File: config.mk
export PLATFORM = sky130hd
export DESIGN_NAME = proc_key_debounce
export DESIGN_NICKNAME = d
export VERILOG_FILES = /design/src/rtl/proc_key_debounce.sv
export SDC_FILE = /design/constraint.sdc
export NUM_CORES = 1
export LEC_CHECK = 0
export CAP_MARGIN = 40
export CORE_ASPECT_RATIO = 0.5
export CORE_UTILIZATION = 50
export CTS_CLUSTER_DIAMETER = 50
export DETAILED_ROUTE_END_ITERATION = 8
export GPL_TIMING_DRIVEN = 0
export HOLD_SLACK_MARGIN = 0.12
export PLACE_DENSITY = 0.67
export RECOVER_POWER = 25
export SYNTH_ARGS = -nofsm -noshare
export SYNTH_HDL_FRONTEND = slang
export SYNTH_SLANG_ARGS = --single-unit
export TNS_END_PERCENT = 30
File: constraint.sdc
create_clock -name clk -period 3.4 [get_ports clk]
set_clock_uncertainty 0.05 [all_clocks]
set_input_delay 0.51 -clock clk [delete_from_list [all_inputs] [get_ports clk]]
set_output_delay 0.51 -clock clk [all_outputs]
set_load 0.05 [all_outputs]
File: src/rtl/proc_key_debounce.sv
// proc_key_debounce: WIDTH-channel key debouncer with an Avalon-MM register
// file and a level interrupt. Each raw key input goes through a 2-flop
// synchronizer. A per-channel counter then accepts a new level only after
// DEBOUNCE_CYCLES consecutive cycles of disagreement with the current level.
// Accepted edges can be latched into a W1C capture register that feeds irq.
module proc_key_debounce #(
    parameter int WIDTH           = 20,
    parameter int DEBOUNCE_CYCLES = 50000
) (
    input  logic             clk,
    input  logic             reset_n,
    input  logic [2:0]       address,
    input  logic             chipselect,
    input  logic             write_n,
    input  logic [31:0]      writedata,
    input  logic [WIDTH-1:0] in_port,
    output logic [31:0]      readdata,
    output logic             irq
);

    localparam int               CNT_W    = $clog2(DEBOUNCE_CYCLES) + 1;
    localparam logic [CNT_W-1:0] CNT_LAST = CNT_W'(DEBOUNCE_CYCLES - 1);

    typedef enum logic [2:0] {
        ADDR_STABLE   = 3'd0,
        ADDR_SYNC     = 3'd1,
        ADDR_IRQ_MASK = 3'd2,
        ADDR_EDGE_CAP = 3'd3,
        ADDR_RISE_EN  = 3'd4,
        ADDR_FALL_EN  = 3'd5,
        ADDR_EVT_CNT  = 3'd6,
        ADDR_RSVD     = 3'd7
    } addr_e;

    // Synchronizer and debounce state
    logic [WIDTH-1:0]            meta_q, meta_d;
    logic [WIDTH-1:0]            sync_q, sync_d;
    logic [WIDTH-1:0]            stable_q, stable_d;
    logic [WIDTH-1:0][CNT_W-1:0] cnt_q, cnt_d;

    // Register file
    logic [WIDTH-1:0] irq_mask_q, irq_mask_d;
    logic [WIDTH-1:0] edge_capture_q, edge_capture_d;
    logic [WIDTH-1:0] rise_en_q, rise_en_d;
    logic [WIDTH-1:0] fall_en_q, fall_en_d;
    logic [15:0]      event_count_q, event_count_d;
    logic [31:0]      readdata_q, readdata_d;

    // Per-cycle events and bus decode
    logic [WIDTH-1:0] rise_ev, fall_ev, set_ev;
    logic [WIDTH-1:0] wr_bits, clr_bits;
    logic             wr_en;
    addr_e            addr;

    // Bits of writedata above WIDTH are deliberately ignored.
    logic unused_wdata;
    assign unused_wdata = &{1'b0, writedata};

    assign addr    = addr_e'(address);
    assign wr_en   = chipselect & ~write_n;
    assign wr_bits = writedata[WIDTH-1:0];

    // Two-flop synchronizer: the debouncer only ever looks at sync_q.
    always_comb begin
        meta_d = in_port;
        sync_d = meta_q;
    end

    // Debounce: count consecutive mismatch cycles, commit on the last one.
    always_comb begin
        // NOTE: every output gets a default first so no path can infer a latch.
        stable_d = stable_q;
        cnt_d    = cnt_q;
        rise_ev  = '0;
        fall_ev  = '0;
        for (int i = 0; i < WIDTH; i++) begin
            if (sync_q[i] == stable_q[i]) begin
                cnt_d[i] = '0;
            end else if (cnt_q[i] == CNT_LAST) begin
                stable_d[i] = sync_q[i];
                cnt_d[i]    = '0;
                rise_ev[i]  = sync_q[i];
                fall_ev[i]  = ~sync_q[i];
            end else begin
                cnt_d[i] = cnt_q[i] + 1'b1;
            end
        end
    end

    // Register writes, capture set/clear and the saturating event counter.
    always_comb begin
        irq_mask_d    = irq_mask_q;
        rise_en_d     = rise_en_q;
        fall_en_d     = fall_en_q;
        event_count_d = event_count_q;
        clr_bits      = '0;
        set_ev        = (rise_ev & rise_en_q) | (fall_ev & fall_en_q);

        if (wr_en) begin
            case (addr)
                ADDR_IRQ_MASK: irq_mask_d = wr_bits;
                ADDR_EDGE_CAP: clr_bits   = wr_bits;
                ADDR_RISE_EN:  rise_en_d  = wr_bits;
                ADDR_FALL_EN:  fall_en_d  = wr_bits;
                default:       ;
            endcase
        end

        // A new event on a bit beats a same-cycle W1C clear of that bit.
        edge_capture_d = (edge_capture_q & ~clr_bits) | set_ev;

        if (|set_ev) begin
            if (wr_en && addr == ADDR_EVT_CNT) begin
                event_count_d = 16'd1;
            end else if (event_count_q != 16'hFFFF) begin
                event_count_d = event_count_q + 16'd1;
            end
        end else if (wr_en && addr == ADDR_EVT_CNT) begin
            event_count_d = 16'd0;
        end
    end

    // Read mux, registered every cycle regardless of chipselect.
    always_comb begin
        readdata_d = '0;
        case (addr)
            ADDR_STABLE:   readdata_d[WIDTH-1:0] = stable_q;
            ADDR_SYNC:     readdata_d[WIDTH-1:0] = sync_q;
            ADDR_IRQ_MASK: readdata_d[WIDTH-1:0] = irq_mask_q;
            ADDR_EDGE_CAP: readdata_d[WIDTH-1:0] = edge_capture_q;
            ADDR_RISE_EN:  readdata_d[WIDTH-1:0] = rise_en_q;
            ADDR_FALL_EN:  readdata_d[WIDTH-1:0] = fall_en_q;
            ADDR_EVT_CNT:  readdata_d[15:0]      = event_count_q;
            ADDR_RSVD:     readdata_d            = '0;
            default:       readdata_d            = '0;
        endcase
    end

    // State registers; reset also aborts any debounce in progress.
    always_ff @(posedge clk or negedge reset_n) begin
        if (!reset_n) begin
            meta_q         <= '0;
            sync_q         <= '0;
            stable_q       <= '0;
            cnt_q          <= '0;
            irq_mask_q     <= '0;
            edge_capture_q <= '0;
            rise_en_q      <= '1;
            fall_en_q      <= '0;
            event_count_q  <= '0;
            readdata_q     <= '0;
        end else begin
            // NOTE: non-blocking so every flop samples pre-edge values.
            meta_q         <= meta_d;
            sync_q         <= sync_d;
            stable_q       <= stable_d;
            cnt_q          <= cnt_d;
            irq_mask_q     <= irq_mask_d;
            edge_capture_q <= edge_capture_d;
            rise_en_q      <= rise_en_d;
            fall_en_q      <= fall_en_d;
            event_count_q  <= event_count_d;
            readdata_q     <= readdata_d;
        end
    end

    assign readdata = readdata_q;
    assign irq      = |(edge_capture_q & irq_mask_q);

endmodule

; ---- Yosys cells after proc, flatten, opt, wreduce, memory -nomap -nowiden
; Cells that the tools add are included.
; W data, S select, Z words.
[classes]
addsub = 21
n_eq_ne = 48
muxes = 128
bitwise = 49
reduce_logical = 30
[op_table]
columns = cell, count
row1 = $mux W17, 40
row2 = $add A17 B1 Y17 const B, 20
row3 = $eq A17 B16 Y1 const B, 20
row4 = $pmux W16 S8, 1
row5 = $and A20 B20 Y20, 4
row6 = $mux W1, 80
row7 = $mux W16, 4
row8 = $reduce_and A2 Y1, 24
row9 = $not A1 Y1, 41
row10 = $mux W20, 2
row11 = $or A20 B20 Y20, 2
row12 = $reduce_or A20 Y1, 2
row13 = $pmux W4 S6, 1
row14 = $eq A1 B1 Y1, 20
row15 = $not A20 Y20, 1
row16 = $add A16 B1 Y16 const B, 1
row17 = $ne A16 B16 Y1 const B, 1
row18 = $eq A3 B3 Y1 const B, 4
row19 = $eq A3 B2 Y1 const B, 2
row20 = $reduce_bool A2 Y1, 2
row21 = $eq A3 B1 Y1 const B, 1
row22 = $logic_not A3 Y1, 1
row23 = $and A1 B1 Y1, 1
row24 = $logic_and A1 B1 Y1, 1
[totals]
ff_bits = 516
inputBits = 59
output_inout_bits = 33
word_cells = 324

; ---- Depth between registers and ports, before layout
; Gate-level depths: netlist (run 1).
[logic_depth]
word_depth = 8
ltp_mapped = 10
ltp_nobuf = 8

; ---- Worst setup path after synthesis (run 1)
; Ideal clock, no wire load.
[synth_timing]
path_type = register -> register
startpoint = register event_count_q[0]
endpoint = register event_count_q[9]
setup_time_ns = 0.066
t_arrival_ns = 2.307
t_required_ns = 3.284
setup_slack_ns = 0.977
path_stages_with_launch = 9
path_buffers = 0
synth_period_minus_slack_ns = 2.423
path_cell_list = dfrtp_1 > ha_1 > and3_1 > nand3_1 > nor2_1 > and2_1 > or4b_2 > or4_1 > nand2_1
[synth_via]
elab_chain_len = 4
elab_cells_between_ends = 7
cone_classes = 1 x add/sub / 1 x eq/ne / 3 x mux / 2 x reduce/logical
[synth_rtl]
columns = element, line_no
row1 = start: declaration, 46  ; logic [15:0] event_count_q, event_count_d;
row2 = start signal: assignment, 162  ; event_count_q <= event_count_d;
row3 = $add A16 B1 Y16, 116  ; event_count_d = event_count_q + 16'd1;
row4 = $mux W16, 115  ; end else if (event_count_q != 16'hFFFF) begin
row5 = $mux W16, 113  ; if (wr_en && addr == ADDR_EVT_CNT) begin
row6 = $mux W16, 112  ; if (|set_ev) begin
; Parallel ways exist; a longest one is shown, timed or not. The select of a mux whose other input is x is not followed.
; A chain may end at the register's enable or synchronous reset.

; ---- Final worst setup path (run 1)
[layout_timing]
startpoint = register cnt_q[119] in the netlist's numbering
endpoint = register event_count_q[3]
[layout_via]
elab_chain_len = 8
elab_cells_between_ends = 12
cone_classes = 1 x eq/ne / 5 x mux / 3 x bitwise / 3 x reduce/logical
[layout_rtl]
columns = element, line_no
row1 = start: declaration, 39  ; logic [WIDTH-1:0][CNT_W-1:0] cnt_q, cnt_d;
row2 = start signal: assignment, 157  ; cnt_q <= cnt_d;
row3 = $eq A17 B16 Y1 (*), 79  ; end else if (cnt_q[i] == CNT_LAST) begin
row4 = $mux W1, 79
row5 = $mux W1, 77  ; if (sync_q[i] == stable_q[i]) begin
row6 = $and A20 B20 Y20, 97  ; set_ev = (rise_ev & rise_en_q) | (fall_ev & fall_en_q);
row7 = $or A20 B20 Y20 (*), 97
row8 = $reduce_or A20 Y1 (*), 112
row9 = $reduce_bool A2 Y1 (no line), -
row10 = $reduce_and A2 Y1 (no line), -
; Mark *: on every way between the ends. The rest lies on a longest branch, timed or not.

==> results of run 1 <==
-- layout make-up --
class,instances,area share (%)
multi-input combinational,1754,39.5
buffer,72,1.18
inverter,45,0.615
tap,638,2.91
clock inverter,18,0.761
clock buffer,66,5.06
sequential,516,47.1
timing repair buffer,76,2.88
antenna,1,0.00912
-- through the flow --
stage,hold slack [ns],setup WS [ns],cells,total power [mW],util (%)
2_1_floorplan,0.164,0.977,2387,7.53,-
3_3_place_gp,0.282,-21.42,3090,8.02,54.4
3_5_place_dp,0.285,-0.109,3100,8.06,54.8
4_1_cts,0.280,0.0395,3185,13.6,58.1
5_1_grt,0.288,0.0343,3186,14.0,58.0
6_report,0.281,0.179,3186,13.4,58.0
-- worst reg2reg max path, delay by kind of cell (launching register included) --
family	cells	cell delay, ns
buffers and inverters	1	0.37
DFF	1	0.40
AOI/OAI and AO/OA	1	0.31
muxes	1	0.22
and+or+nand+nor	5	1.52
adders and majority gates	1	0.24
-- registers in the layout (all words and copies together) (netlist names) --
name,count
irq_mask_q,20
rise_en_q,20
sync_q,20
meta_q,20
fall_en_q,20
edge_capture_q,20
event_count_q,16
stable_q,20
readdata,20
cnt_q,340
-- cell families after synthesis --
| kind of cell | share of synthesized area (%) |
|---|---|
| flip-flops | 53.4 |
| multiplexers | 6.31 |
| AND/OR/NAND/NOR | 22.5 |
| other | 0.0155 |
| buffers and inverters | 2.04 |
| adder cells (fa/ha/maj) | 1.08 |
| AO/OA/AOI/OAI | 3.70 |
| XOR/XNOR | 10.9 |
-- repair_timing --
action                                  CTS  global route
hold buffers                              1             0
endpoints found under the setup margin    0             1
endpoints found under the hold margin    72             0
gates resized for setup                   0             1
-- Yosys cell counts (15+ instances only) --
cell type  instances
dfstp_2           20
or3_1             30
nor3_1            47
o21ai_0           36
and3_1            75
a21oi_1           55
mux2_2            80
xor2_1           164
mux4_2            15
clkbuf_1          50
inv_1             45
nor2_1           462
nand3b_1          32
nand3_1          112
dfrtp_1          496
mux2i_1           29
xnor2_1          137
nand4_1           50
nand2_1          230
nor4_1            23
ha_1              21
-- power by group --
group	leakage [nW]	switching, mW	internal [mW]
Sequential	6.87	0.274	6.50
Clock	0.775	2.34	3.15
Combinational	4.14	0.675	0.482
Total	11.8	3.29	10.1
-- per-layer routing --
metal,GRT usage [%],wire length (um),part of all wire (%)
met1,32.3,26000,50
met5,0,0,0
met3,3.37,2170,4.2
met4,5.09,1030,2.0
met2,33.3,23100,44
-- how the worst min path moves through the flow --
| stage | from | end | slack (ns) | cells past startpoint |
|---|---|---|---|---|
| 2_1_floorplan | reset_n | cnt_q[0] | 0.16 | 0 |
| 3_3_place_gp | meta_q[19] | sync_q[19] | 0.28 | 0 |
| 3_5_place_dp | meta_q[4] | sync_q[4] | 0.28 | 0 |
| 4_1_cts | meta_q[18] | sync_q[18] | 0.28 | 0 |
| 5_1_grt | meta_q[18] | sync_q[18] | 0.29 | 0 |
| 6_report | meta_q[18] | sync_q[18] | 0.28 | 0 |
==> reports/metrics.cfg, run 1 <==
[setup_path]
critPathBufInv = 1
critPathArrivalTime_ns = 3.63
cp-end-kind = register
cpMostUsedCell = and3_1
worstPathMaxFanout = 10
path_cells = ha_1, and3_1, and3_1, a32oi_1, nand4_1, nor4_2, buf_2, mux2i_1, nor2_1
r2r_cells = 9
cp_slowest_cell = nor4_2
r2r_start = cnt_q[119]
max_stage_delay_ns = 0.75
critPathLaunchType = register
worst-setup-path-type = reg -> reg
path_delay_family = simple AND/OR/NAND/NOR gates
r2r_slack_ns = 0.18
cp-endpoint = event_count_q[3]
reg2reg_to = event_count_q[3]
path_depth = 9
cp.required_ns = 3.81
worstSetupStartpoint = cnt_q[119]

[power_and_ir_drop]
powerDensity_nw_per_um2 = 489
p_leak_nw = 11.8
vdd_drop_max_v = 0.000357

[place]
port_buffers = 65
place_area_um2 = 25900
hpwlAfterDp_mm = 36.3
place_congestion = 0.903

[synthesis]
async_reset_ff_share_pct = 100
ys_ff_latch = 516
ys_seq_area_share_pct = 53.4
yosys_warnings = 0
netlist_area_um2 = 24200
avgSynthCellArea_um2 = 10.2
synth-edff-count = 0
synth_cells = 2376
ys_types = 62
synth_area_leaders = dfrtp_1 (51%), nor2_1 (7.2%), xor2_1 (5.9%)
synth.largest_area_cell = dfrtp_1
synth_top_area_share_pct = 51.3
synth_top_flop_cell = dfrtp_1

[min_path]
min_path_type = reg -> reg

[clock_network]
cts_tree = done
cts_max_level = 2
cts_setup_buffers = 0
cts_num_sinks = 516
cts_buffer_depth = 3
clk-insertion-delay-late_ns = 0.57
clkSlewWorstSetupHoldPaths_ns = 0.07
cts_root_buf = clkbuf_16
numCtsBuffers = 46

[sta]
fmax_ghz = 0.310
setup_violations = 0
period_share_pct = 94.7
tightestPinTransition_ns = 1.59
finalHoldViolations = 0
grt_setup_unrepaired = false
fin_setup_tns_ns = 0
slew_violations = 234
min_period_ns = 3.22
max_slew_margin_pct = -5.93

[floorplanning]
dieArea_um2 = 49400
fp.coreArea_um2 = 47300
fp.dieW_um = 313
die_h_um = 158
io_pins = 92
rows = 56
initial_core_util_pct = 51.2

[finish]
drive_above_1_share_pct = 9.27
multi_input_area_um2 = 10800
fillers = 4026
ff_latch_area_um2 = 12900
nets = 2591
layout_common_cells = dfrtp_1 (496), nor2_1 (462), nand2_1 (230)
syn2layout_area_growth_pct = 13.3
final_area_um2 = 27400
final_common_cell = dfrtp_1

[grt]
antenna_found_initial = 1
grt_max_degree = 123
grt_pass1_wl_mm = 86.5
first_global_vias = 16300
grt_overflow = 0
grt_use_total_pct = 21.7

[route]
via_per_inst = 5.36
wl_per_cell_um = 16.4
drtIter0Drc = 1281
vias = 17100
ant_nets = 0
routed_wl_mm = 52.3
first_pass_iters = 5
drc_errors = 0

[outcome]
violations = max-capacitance violations, max-slew violations
status = finished, violations left

[run]
cap_violations = 2

Power figures use the tool's default switching activity.
==> run 2: changes to the inputs <==
CTS_BUF_LIST = sky130_fd_sc_hd__clkbuf_2 sky130_fd_sc_hd__clkbuf_4 sky130_fd_sc_hd__clkbuf_8   (was not set)
==> run 2 against run 1 <==
Net effect:
- the flow still finishes with violations (max-capacitance violations, max-slew violations)
- non-clock buffer count did not move
- count of clock-buffer cells in the layout grew 48
- largest power group unchanged
- utilization increased by 0.36 points
- die area did not move
- critical endpoint unchanged
- global-route usage rose by 0.32 points
- sequential share of layout area is 0.29 points lower
- cell count rose by 1.8%
- largest cell class unchanged
- highest routed layer unchanged
- flip-flop and latch count is the same
- total power increased by 1.7%
- combinational power about the same
==> reports/metrics.cfg, run 2 (same netlist as run 1, synthesis figures left out) <==
[setup_path]
cpMostUsedCell = and3_1
r2r_cells = 9
max_stage_delay_ns = 0.78
worstPathMaxFanout = 10
cp.required_ns = 3.90
critPathArrivalTime_ns = 3.74
critPathBufInv = 1
path_delay_family = simple AND/OR/NAND/NOR gates
cp_slowest_cell = nor4_2
worst-setup-path-type = reg -> reg
path_depth = 9
critPathLaunchType = register
cp-end-kind = register
path_cells = ha_1, and3_1, and3_1, a32oi_1, nand4_1, nor4_2, buf_2, mux2i_1, nor2_1

[run]
cap_violations = 2

[power_and_ir_drop]
powerDensity_nw_per_um2 = 494
p_leak_nw = 11.9
vdd_drop_max_v = 0.000278

[min_path]
min_path_type = reg -> reg
min_path_cells = 0

[route]
ant_nets = 0
via_per_inst = 5.29
drtIter0Drc = 1300
drc_errors = 0
first_pass_iters = 6
vias = 17200
wl_per_cell_um = 16.2
routed_wl_mm = 52.6

[sta]
tightestPinTransition_ns = 1.59
min_period_ns = 3.24
max_slew_margin_pct = -5.93
slew_violations = 234
period_share_pct = 95.2
grt_setup_unrepaired = false
fmax_ghz = 0.309
finalHoldViolations = 0
setup_violations = 0

[finish]
final_common_cell = dfrtp_1
regMostFlops = cnt_q
nets = 2621
layout_common_cells = dfrtp_1 (496), nor2_1 (462), nand2_1 (230)
largest_register_ffs = 340
final_area_um2 = 27600
drive_above_1_share_pct = 11.5
syn2layout_area_growth_pct = 14.0
stdcell_count = 3244
fillers = 4027
ff_latch_area_um2 = 12900
multi_input_area_um2 = 10800

[floorplanning]
fp.dieW_um = 313
io_pins = 92
fp.coreArea_um2 = 47300
dieArea_um2 = 49400
die_h_um = 158
rows = 56
initial_core_util_pct = 51.2

[grt]
grt_busiest_layer = met2
grt_pass1_wl_mm = 87.2
use_met2_pct = 33.0
grt_use_total_pct = 22.0
first_global_vias = 16600
met1_usage_pct = 32.3
antenna_found_initial = 1
grtUsageMet3_pct = 4.57
grt_overflow = 0
grt_max_degree = 123

[place]
place_area_um2 = 25900
place_congestion = 0.903
place_inst = 3100
hpwlAfterDp_mm = 36.3
port_buffers = 65

[clock_network]
cts_buffer_depth = 3
cts_num_sinks = 516
clk-insertion-delay-late_ns = 0.66
cts_max_level = 3
cts_root_buf = clkbuf_8
numCtsBuffers = 76
cts_tree = done
clkSlewWorstSetupHoldPaths_ns = 0.07

[outcome]
violations = max-capacitance violations, max-slew violations
status = finished, violations left

-- run 2: layer usage --
layer	part of all wire (%)	vias to the layer above
met5	0	-
met4	2.0	0
met3	4.7	82
met2	44	295
met1	49	8387
li1	-	8401
-- run 2: final timing paths --
| check | startpoint | to | slack [ns] |
|---|---|---|---|
| min | meta_q[19] | sync_q[19] | 0.29 |
| max | cnt_q[119] | event_count_q[3] | 0.16 |
| min reg2reg | meta_q[19] | sync_q[19] | 0.29 |
| max reg2reg | cnt_q[119] | event_count_q[3] | 0.16 |
| max in group asynchronous | reset_n | meta_q[4] | 0.84 |
| min in group asynchronous | reset_n | cnt_q[214] | 0.36 |
-- run 2: stage by stage --
stage / utilization (%) / hold WS (ns) / total power, mW / setup TNS (ns) / setup WS (ns)
2_1_floorplan: - / 0.164 / 7.53 / 0 / 0.977
3_3_place_gp: 54.4 / 0.282 / 8.02 / - / -21.42
3_5_place_dp: 54.8 / 0.285 / 8.06 / -0.242 / -0.109
4_1_cts: 58.5 / 0.181 / 13.8 / 0 / 0.193
5_1_grt: 58.4 / 0.301 / 14.2 / 0 / 0.0330
6_report: 58.4 / 0.294 / 13.6 / 0 / 0.162
-- run 2: repair_timing --
action / in CTS / in global routing
buffers inserted: 0 / 0
endpoints found under the setup margin: 1 / 0
hold endpoints to repair: 72 / 0
hold buffers: 1 / 0
resized for setup: 1 / 0
-- run 2: final cells by class --
cell class | count | share of cell area (%)
sequential | 516 | 46.8
multi-input combinational | 1754 | 39.2
clock buffer | 114 | 5.41
tap | 638 | 2.89
timing repair buffer | 76 | 2.85
buffer | 72 | 1.17
clock inverter | 28 | 1.00
inverter | 45 | 0.612
antenna | 1 | 0.00906
-- run 2: where the power goes --
group	internal (mW)	switching, mW
combinational	0.480	0.675
clock	3.16	2.56
sequential	6.51	0.271
-- run 2: worst reg2reg max path, stage by stage, from the launching register on --
cell and delay [ns]:
dfrtp_1 0.40, ha_1 0.24, and3_1 0.23, and3_1 0.21, a32oi_1 0.30, nand4_1 0.28
nor4_2 0.78, buf_2 0.37, mux2i_1 0.22, nor2_1 0.06
